File: config.mk
export PLATFORM = sky130hd
export DESIGN_NAME = range_match_tree_level
export DESIGN_NICKNAME = d
export VERILOG_FILES = /design/src/rtl/range_match_tree_level.sv
export SDC_FILE = /design/constraint.sdc
export NUM_CORES = 1
export LEC_CHECK = 0
export BUFFER_PORTS_ARGS = -buffer_cell sky130_fd_sc_hd__clkbuf_2
export CORE_UTILIZATION = 56
export CTS_BUF_LIST = sky130_fd_sc_hd__clkbuf_16
export DETAILED_ROUTE_END_ITERATION = 10
export PLACE_DENSITY = 0.89
export SLEW_MARGIN = 5
export SYNTH_ARGS = -nofsm -noshare
export SYNTH_HDL_FRONTEND = slang
export SYNTH_SLANG_ARGS = --single-unit
File: constraint.sdc
create_clock -name clk -period 2.5 [get_ports clk]
set_input_delay 0.25 -clock clk [delete_from_list [all_inputs] [get_ports clk]]
set_output_delay 0.25 -clock clk [all_outputs]
set_load 0.02 [all_outputs]
File: src/rtl/range_match_tree_level.sv
`default_nettype none
// ============================================================================
// Module   : range_match_tree_level
// Purpose  : One pipelined level of the range-match search tree. It compares
//            the header field against the current node's boundary and emits
//            the child index. The output stage has a one-entry skid buffer.
// Options  : RMT_LEVEL_STATS_EN adds the lt_count statistics port.
// Revision : 1.0 - initial release
// ============================================================================
module range_match_tree_level #(
    parameter int data_width = 8,
    parameter int level      = 2,
    parameter int idx_width  = 2
) (
    input  logic                  clk,
    input  logic                  reset,
    input  logic                  in_valid,
    output logic                  in_ready,
    input  logic [data_width-1:0] in_data,
    input  logic [idx_width-1:0]  in_idx,
    output logic                  out_valid,
    input  logic                  out_ready,
    output logic [data_width-1:0] out_data,
    output logic [idx_width:0]    out_idx,
    input  logic                  cfg_we,
    input  logic [idx_width-1:0]  cfg_addr,
    input  logic [data_width-1:0] cfg_wdata
`ifdef RMT_LEVEL_STATS_EN
    ,
    output logic [15:0]           lt_count
`endif
);

    localparam int c_nodes = 1 << level;

    logic [data_width-1:0] r_bound [c_nodes];
    logic [data_width-1:0] w_target;
    logic [idx_width-1:0]  w_node;
    logic                  w_lt;
    logic [idx_width:0]    w_res_idx;
    logic                  w_accept;
    logic                  w_consume;

    logic                  r_out_valid;
    logic [data_width-1:0] r_out_data;
    logic [idx_width:0]    r_out_idx;
    logic                  r_skid_valid;
    logic [data_width-1:0] r_skid_data;
    logic [idx_width:0]    r_skid_idx;

    // The root level has a single node, so the incoming index carries nothing.
    generate
        if (level == 0) begin : g_root
            assign w_target = r_bound[0];
            assign w_node   = '0;
        end else begin : g_inner
            assign w_target = r_bound[in_idx];
            assign w_node   = in_idx;
        end
    endgenerate

    assign w_lt      = (in_data < w_target);
    assign w_res_idx = {w_node, ~w_lt};
    assign w_accept  = in_valid & ~r_skid_valid;
    assign w_consume = r_out_valid & out_ready;

    // Addresses beyond the node count never match and are dropped.
    always_ff @(posedge clk or posedge reset) begin
        if (reset) begin
            for (int i = 0; i < c_nodes; i++) begin
                r_bound[i] <= '0;
            end
        end else if (cfg_we) begin
            for (int i = 0; i < c_nodes; i++) begin
                if (cfg_addr == idx_width'(i)) begin
                    r_bound[i] <= cfg_wdata;
                end
            end
        end
    end

    always_ff @(posedge clk or posedge reset) begin
        if (reset) begin
            r_out_valid  <= 1'b0;
            r_out_data   <= '0;
            r_out_idx    <= '0;
            r_skid_valid <= 1'b0;
            r_skid_data  <= '0;
            r_skid_idx   <= '0;
        end else begin
            if (!r_out_valid || w_consume) begin
                if (r_skid_valid) begin
                    r_out_valid <= 1'b1;
                    r_out_data  <= r_skid_data;
                    r_out_idx   <= r_skid_idx;
                end else if (w_accept) begin
                    r_out_valid <= 1'b1;
                    r_out_data  <= in_data;
                    r_out_idx   <= w_res_idx;
                end else begin
                    r_out_valid <= 1'b0;
                end
            end

            if (r_skid_valid) begin
                if (w_consume) begin
                    r_skid_valid <= 1'b0;
                end
            end else if (w_accept && r_out_valid && !out_ready) begin
                r_skid_valid <= 1'b1;
                r_skid_data  <= in_data;
                r_skid_idx   <= w_res_idx;
            end
        end
    end

    assign in_ready  = ~r_skid_valid;
    assign out_valid = r_out_valid;
    assign out_data  = r_out_data;
    assign out_idx   = r_out_idx;

`ifdef RMT_LEVEL_STATS_EN
    logic [15:0] r_lt_count;

    always_ff @(posedge clk or posedge reset) begin
        if (reset) begin
            r_lt_count <= '0;
        end else if (w_accept && w_lt && (r_lt_count != 16'hFFFF)) begin
            r_lt_count <= r_lt_count + 16'd1;
        end
    end

    assign lt_count = r_lt_count;
`endif

endmodule
`default_nettype wire
# Word level (Yosys, flattened, before mapping)
# Index checks and enable logic that the tools add are counted.
# totals
ff_bits	56
out_inout_bits	13
elab_cells	45
# op_classes
magnitude_cmp	2
eq_ne	3
n_mux	12
bitwise	5
reduce_logical	13
# ops
operator	n
8-bit 2-to-1 mux	4
8-bit binary-select mux with 2-bit select	1
2-bit AND reduction	6
8-bit less-than comparator	1
3-bit 2-to-1 mux	2
1-bit 2-to-1 mux	5
2-bit == test (second input constant)	2
3-bit greater-or-equal comparator (second input constant)	1
2-bit NOT with 3-bit output	1
1-bit AND	2
2-bit by 1-bit == test with 1-bit output (second input constant)	1
1-bit logical AND	2
1-bit logical NOT	2
2-bit logical NOT	1
1-bit NOT	2
2-bit nonzero test	1
1-bit logical OR	1

# Depth between registers and ports, before layout
# depth
word_depth	8
mapped_depth	8
ltp_nobuf	7

# Worst setup path before layout
# OpenSTA, ideal clock, no wires.
# synth_path
path_type	input -> register
from	input in_idx[0]
to	register r_out_idx[0] (netlist: out_idx[0])
t_arrival_ps	1882
required_time_ps	2363
slack_ps	481
path_stages	8
n_path_buf	1
path_cell_list	buf_4 mux4_1 inv_1 ha_1 a21oi_1 o21ai_0 a2111oi_2 o22ai_1
# synth_between
elab_chain_len	8
# synth_rtl
item	line	rtl
start: declaration	20	input logic [idx_width-1:0] in_idx,
2-bit NOT with 3-bit output (implied by the code)	57	assign w_target = r_bound[in_idx];
8-bit binary-select mux with 2-bit select	57	
8-bit 2-to-1 mux (implied by the code) (2 in series)	57	
8-bit less-than comparator	62	assign w_lt = (in_data < w_target);
1-bit NOT	63	assign w_res_idx = {w_node, ~w_lt};
3-bit 2-to-1 mux	96	end else if (w_accept) begin
3-bit 2-to-1 mux	92	if (r_skid_valid) begin
end signal: assignment	95	r_out_idx <= r_skid_idx;
end signal: assignment	99	r_out_idx <= w_res_idx;
end: declaration	46	logic [idx_width:0] r_out_idx;
# Every way passes these cells. The select of a mux whose other input is x is not followed.
# A chain may end at the register's enable or synchronous reset.

# Worst setup path in the final report
# layout_path
from	register r_bound[11] (netlist name)
to	register r_out_idx[0] (netlist: out_idx[0])
# layout_between
elab_chain_len	7
# layout_rtl
item	line	rtl
start: declaration	36	logic [data_width-1:0] r_bound [c_nodes];
start signal: indexed assignment	76	r_bound[i] <= cfg_wdata;
8-bit binary-select mux with 2-bit select	57	
8-bit 2-to-1 mux (implied by the code) (2 in series)	57	
8-bit less-than comparator	62	
1-bit NOT	63	
3-bit 2-to-1 mux	96	
3-bit 2-to-1 mux	92	
# Every way passes these cells. The select of a mux whose other input is x is not followed.

==> qor.yml <==
placement:
  gp_congestion: 0.777
  portBuffers: 37
  hpwlAfterDp_um: 3290
floorplanning:
  dieArea_um2: 4990
  die_h_um: 70.7
  boundaryPins: 38
  die_w_um: 70.7
  coreArea_um2: 4440
  rows: 24
  initial_core_util: 0.594
global_route:
  grt_pass1_vias: 1687
  grt_pass1_wl_um: 8160
  grt_max_degree: 57
  antenna_found_initial: 0
  track_usage: 0.212
  grt_overflow: 0
timing:
  hold_slack_ns: 0.129
  rsz0062_at_grt: "false"
  tightest_slew_ns: 0.683
  fmax_mhz: 471
  period_minus_slack_ns: 2.12
  slew_violations: 0
  relSlewSlack: 0.545
  hold_viol: 0
  tns_ns: 0
  fin_crit_sh: 0.849
  skew_ns: 0.00480
  finalSetupViolCount: 0
power_and_ir_drop:
  power_mw: 2.58
  p_int_mw: 1.87
  vdd_ir_drop_max_mv: 0.412
  p_clk_frac: 0.304
  comb_power_share: 0.230
  cellLeakagePower_nw: 1.43
  power_density_nw_per_um2: 844
  swShare: 0.274
  sequentialPowerShare: 0.466
  switchingPower_mw: 0.707
cts:
  tritoncts: "built"
  cts_hold_buffers: 0
  clock_latency_ns: 0.29
  root_buffer: "clkbuf_16"
  cts_sinks: 56
  clk_pin_slew_ns: 0.07
  cts_max_path_buffers: 2
  cts_setup_buffers: 0
  h-tree-depth: 2
  cts-buffers-inserted: 5
  cts_resized: 0
setup_path:
  critPathTopFamily: "compound AO/OA/AOI/OAI gates"
  cp.depth: 7
  worst_r2r_endpoint: "out_idx[0]"
  cp_slowest_cell: "mux4_1"
  critPathMaxFanout: 3
  startpoint: "r_bound[11]"
  end_kind: "flip-flop"
  cp.required_ns: 2.66
  crit_arrival_ns: 2.28
  start_kind: "flip-flop"
  r2r_setup_slack_ns: 0.38
  cp.buffers_inverters: 1
  rr_startpoint: "r_bound[11]"
  crit_type: "reg2reg"
  crit_chain: "mux4_1, inv_1, ha_1, a21oi_1, a21oi_1, a2111oi_2, o22ai_1"
  crit_top_cell: "a21oi_1"
  cp_slowest_stage_delay_ns: 0.50
  rr_worst_depth: 7
drt:
  dr.pass1.iters: 7
  vias: 1627
  wire_per_inst_um: 16.1
  wl_um: 4600
  vias_per_cell: 5.69
  ant_nets: 0
  drt_iter0_markers: 92
  drc: 8
synth:
  yosysMostFrequentCell: "dfrtp_1"
  synth.avg_cell_area_um2: 13.9
  synth_common_cells: "56 x dfrtp_1, 42 x mux2_2, 16 x a21oi_1"
  yosysTopAreaCell: "dfrtp_1"
  async_flop_share: 1.00
  synthTopCellsByArea: "dfrtp_1 53%, mux2_2 18%, mux4_1 7.0%"
  synth_top_area_frac: 0.531
  synth_edf_count: 0
  netlist_instances: 190
  synth_seq_cells: 56
  synthesis.nets: 222
  ys.flop_type: "dfrtp_1"
  synth.yosys.warnings: 0
  ys_seq_area_frac: 0.531
  ys_types: 27
  synth_area_um2: 2640
run_status:
  violations: "design-rule violations"
  status: "finished with violations"
min_path:
  holdCritPathClass: "in2async"
cells_and_area:
  syn_to_final_growth_pct: 15.8
  fillerInstances: 316
  finalNetCount: 265
  antenna_cells: 0
  drive_gt1_frac: 0.423
job:
  cap_violations: 0
[cells in the final DEF, fill, tap and decap left out]
cell type | synthesis | layout
mux2_1 | 1 | 1
a211oi_2 | 1 | 1
nand3_1 | 3 | 3
clkinvlp_4 | 0 | 1
o21ai_0 | 3 | 3
nor3_2 | 1 | 1
nor3b_4 | 1 | 1
nor2_1 | 13 | 13
mux2i_1 | 10 | 10
nand3b_4 | 1 | 1
bufinv_16 | 0 | 1
a2111oi_2 | 1 | 1
o22ai_1 | 1 | 1
nand2_1 | 2 | 2
nand3b_1 | 2 | 2
a211oi_1 | 1 | 1
clkbuf_16 | 0 | 5
clkbuf_2 | 0 | 37
a22oi_1 | 1 | 1
mux2_4 | 1 | 1
clkinv_2 | 0 | 1
inv_2 | 0 | 1
ha_1 | 7 | 7
buf_4 | 1 | 5
mux2_2 | 42 | 42
inv_1 | 12 | 11
dfrtp_1 | 56 | 56
nand4_1 | 1 | 1
mux4_1 | 7 | 7
a21oi_1 | 16 | 16
[flip-flops by register name, summed over array words and instances (netlist names)]
| register | flops |
|---|---|
| out_idx | 3 |
| r_skid_valid | 1 |
| r_bound | 32 |
| r_skid_data | 8 |
| out_valid | 1 |
| out_data | 8 |
| r_skid_idx | 3 |
[tightest hold or removal path, cell delays in order]
cell and delay [ns]:
clkbuf_2 0.09, inv_2 0.03, buf_4 0.55
[routing by layer]
layer	GRT usage	share of wire
met5	0	0
met3	0.0556	0.046
met1	0.278	0.46
met2	0.346	0.47
met4	0.0778	0.022
[worst max-delay path by stage]
stage	slack, ns	to
after global routing	0.25	out_idx[0]
after floorplan	0.48	out_idx[0]
final	0.38	out_idx[0]
after CTS	0.38	out_idx[0]
after global placement	0.26	out_idx[0]
after detailed placement	0.17	out_idx[0]
[metrics by stage]
stage          worst slack (ns)  cell area (um^2)  std cells   util
2_1_floorplan             0.481              2640        190      -
3_3_place_gp              0.258              2890        278  0.650
3_5_place_dp              0.173              2890        278  0.650
4_1_cts                   0.383              3060        286  0.688
5_1_grt                   0.255              3060        286  0.688
6_report                  0.378              3060        286  0.688
[cell type report]
class                      count  area, um^2  area share
clock buffer                   5         125      0.0409
multi-input combinational    116        1160       0.378
inverter                      12        45.0      0.0147
clock inverter                 3        42.5      0.0139
timing repair buffer          42         223      0.0728
sequential                    56        1400       0.458
tap                           52        65.1      0.0213
[cell families after synthesis]
kind of cell / share of synthesized area
muxes: 0.297
AOI/OAI and AO/OA: 0.0545
and+or+nand+nor: 0.0536
DFF: 0.531
buffers and inverters: 0.0313
adders and majority gates: 0.0332
[power by group through the flow]
stage	clock network (mW)	registers (mW)	logic, mW
final	0.784	1.20	0.595
after global routing	0.832	1.23	0.658
after CTS	0.798	1.20	0.599
after detailed placement	0	1.22	0.594
after global placement	0	1.21	0.566
after floorplan	0	1.25	0.383
(Power assumes the default switching activity.)
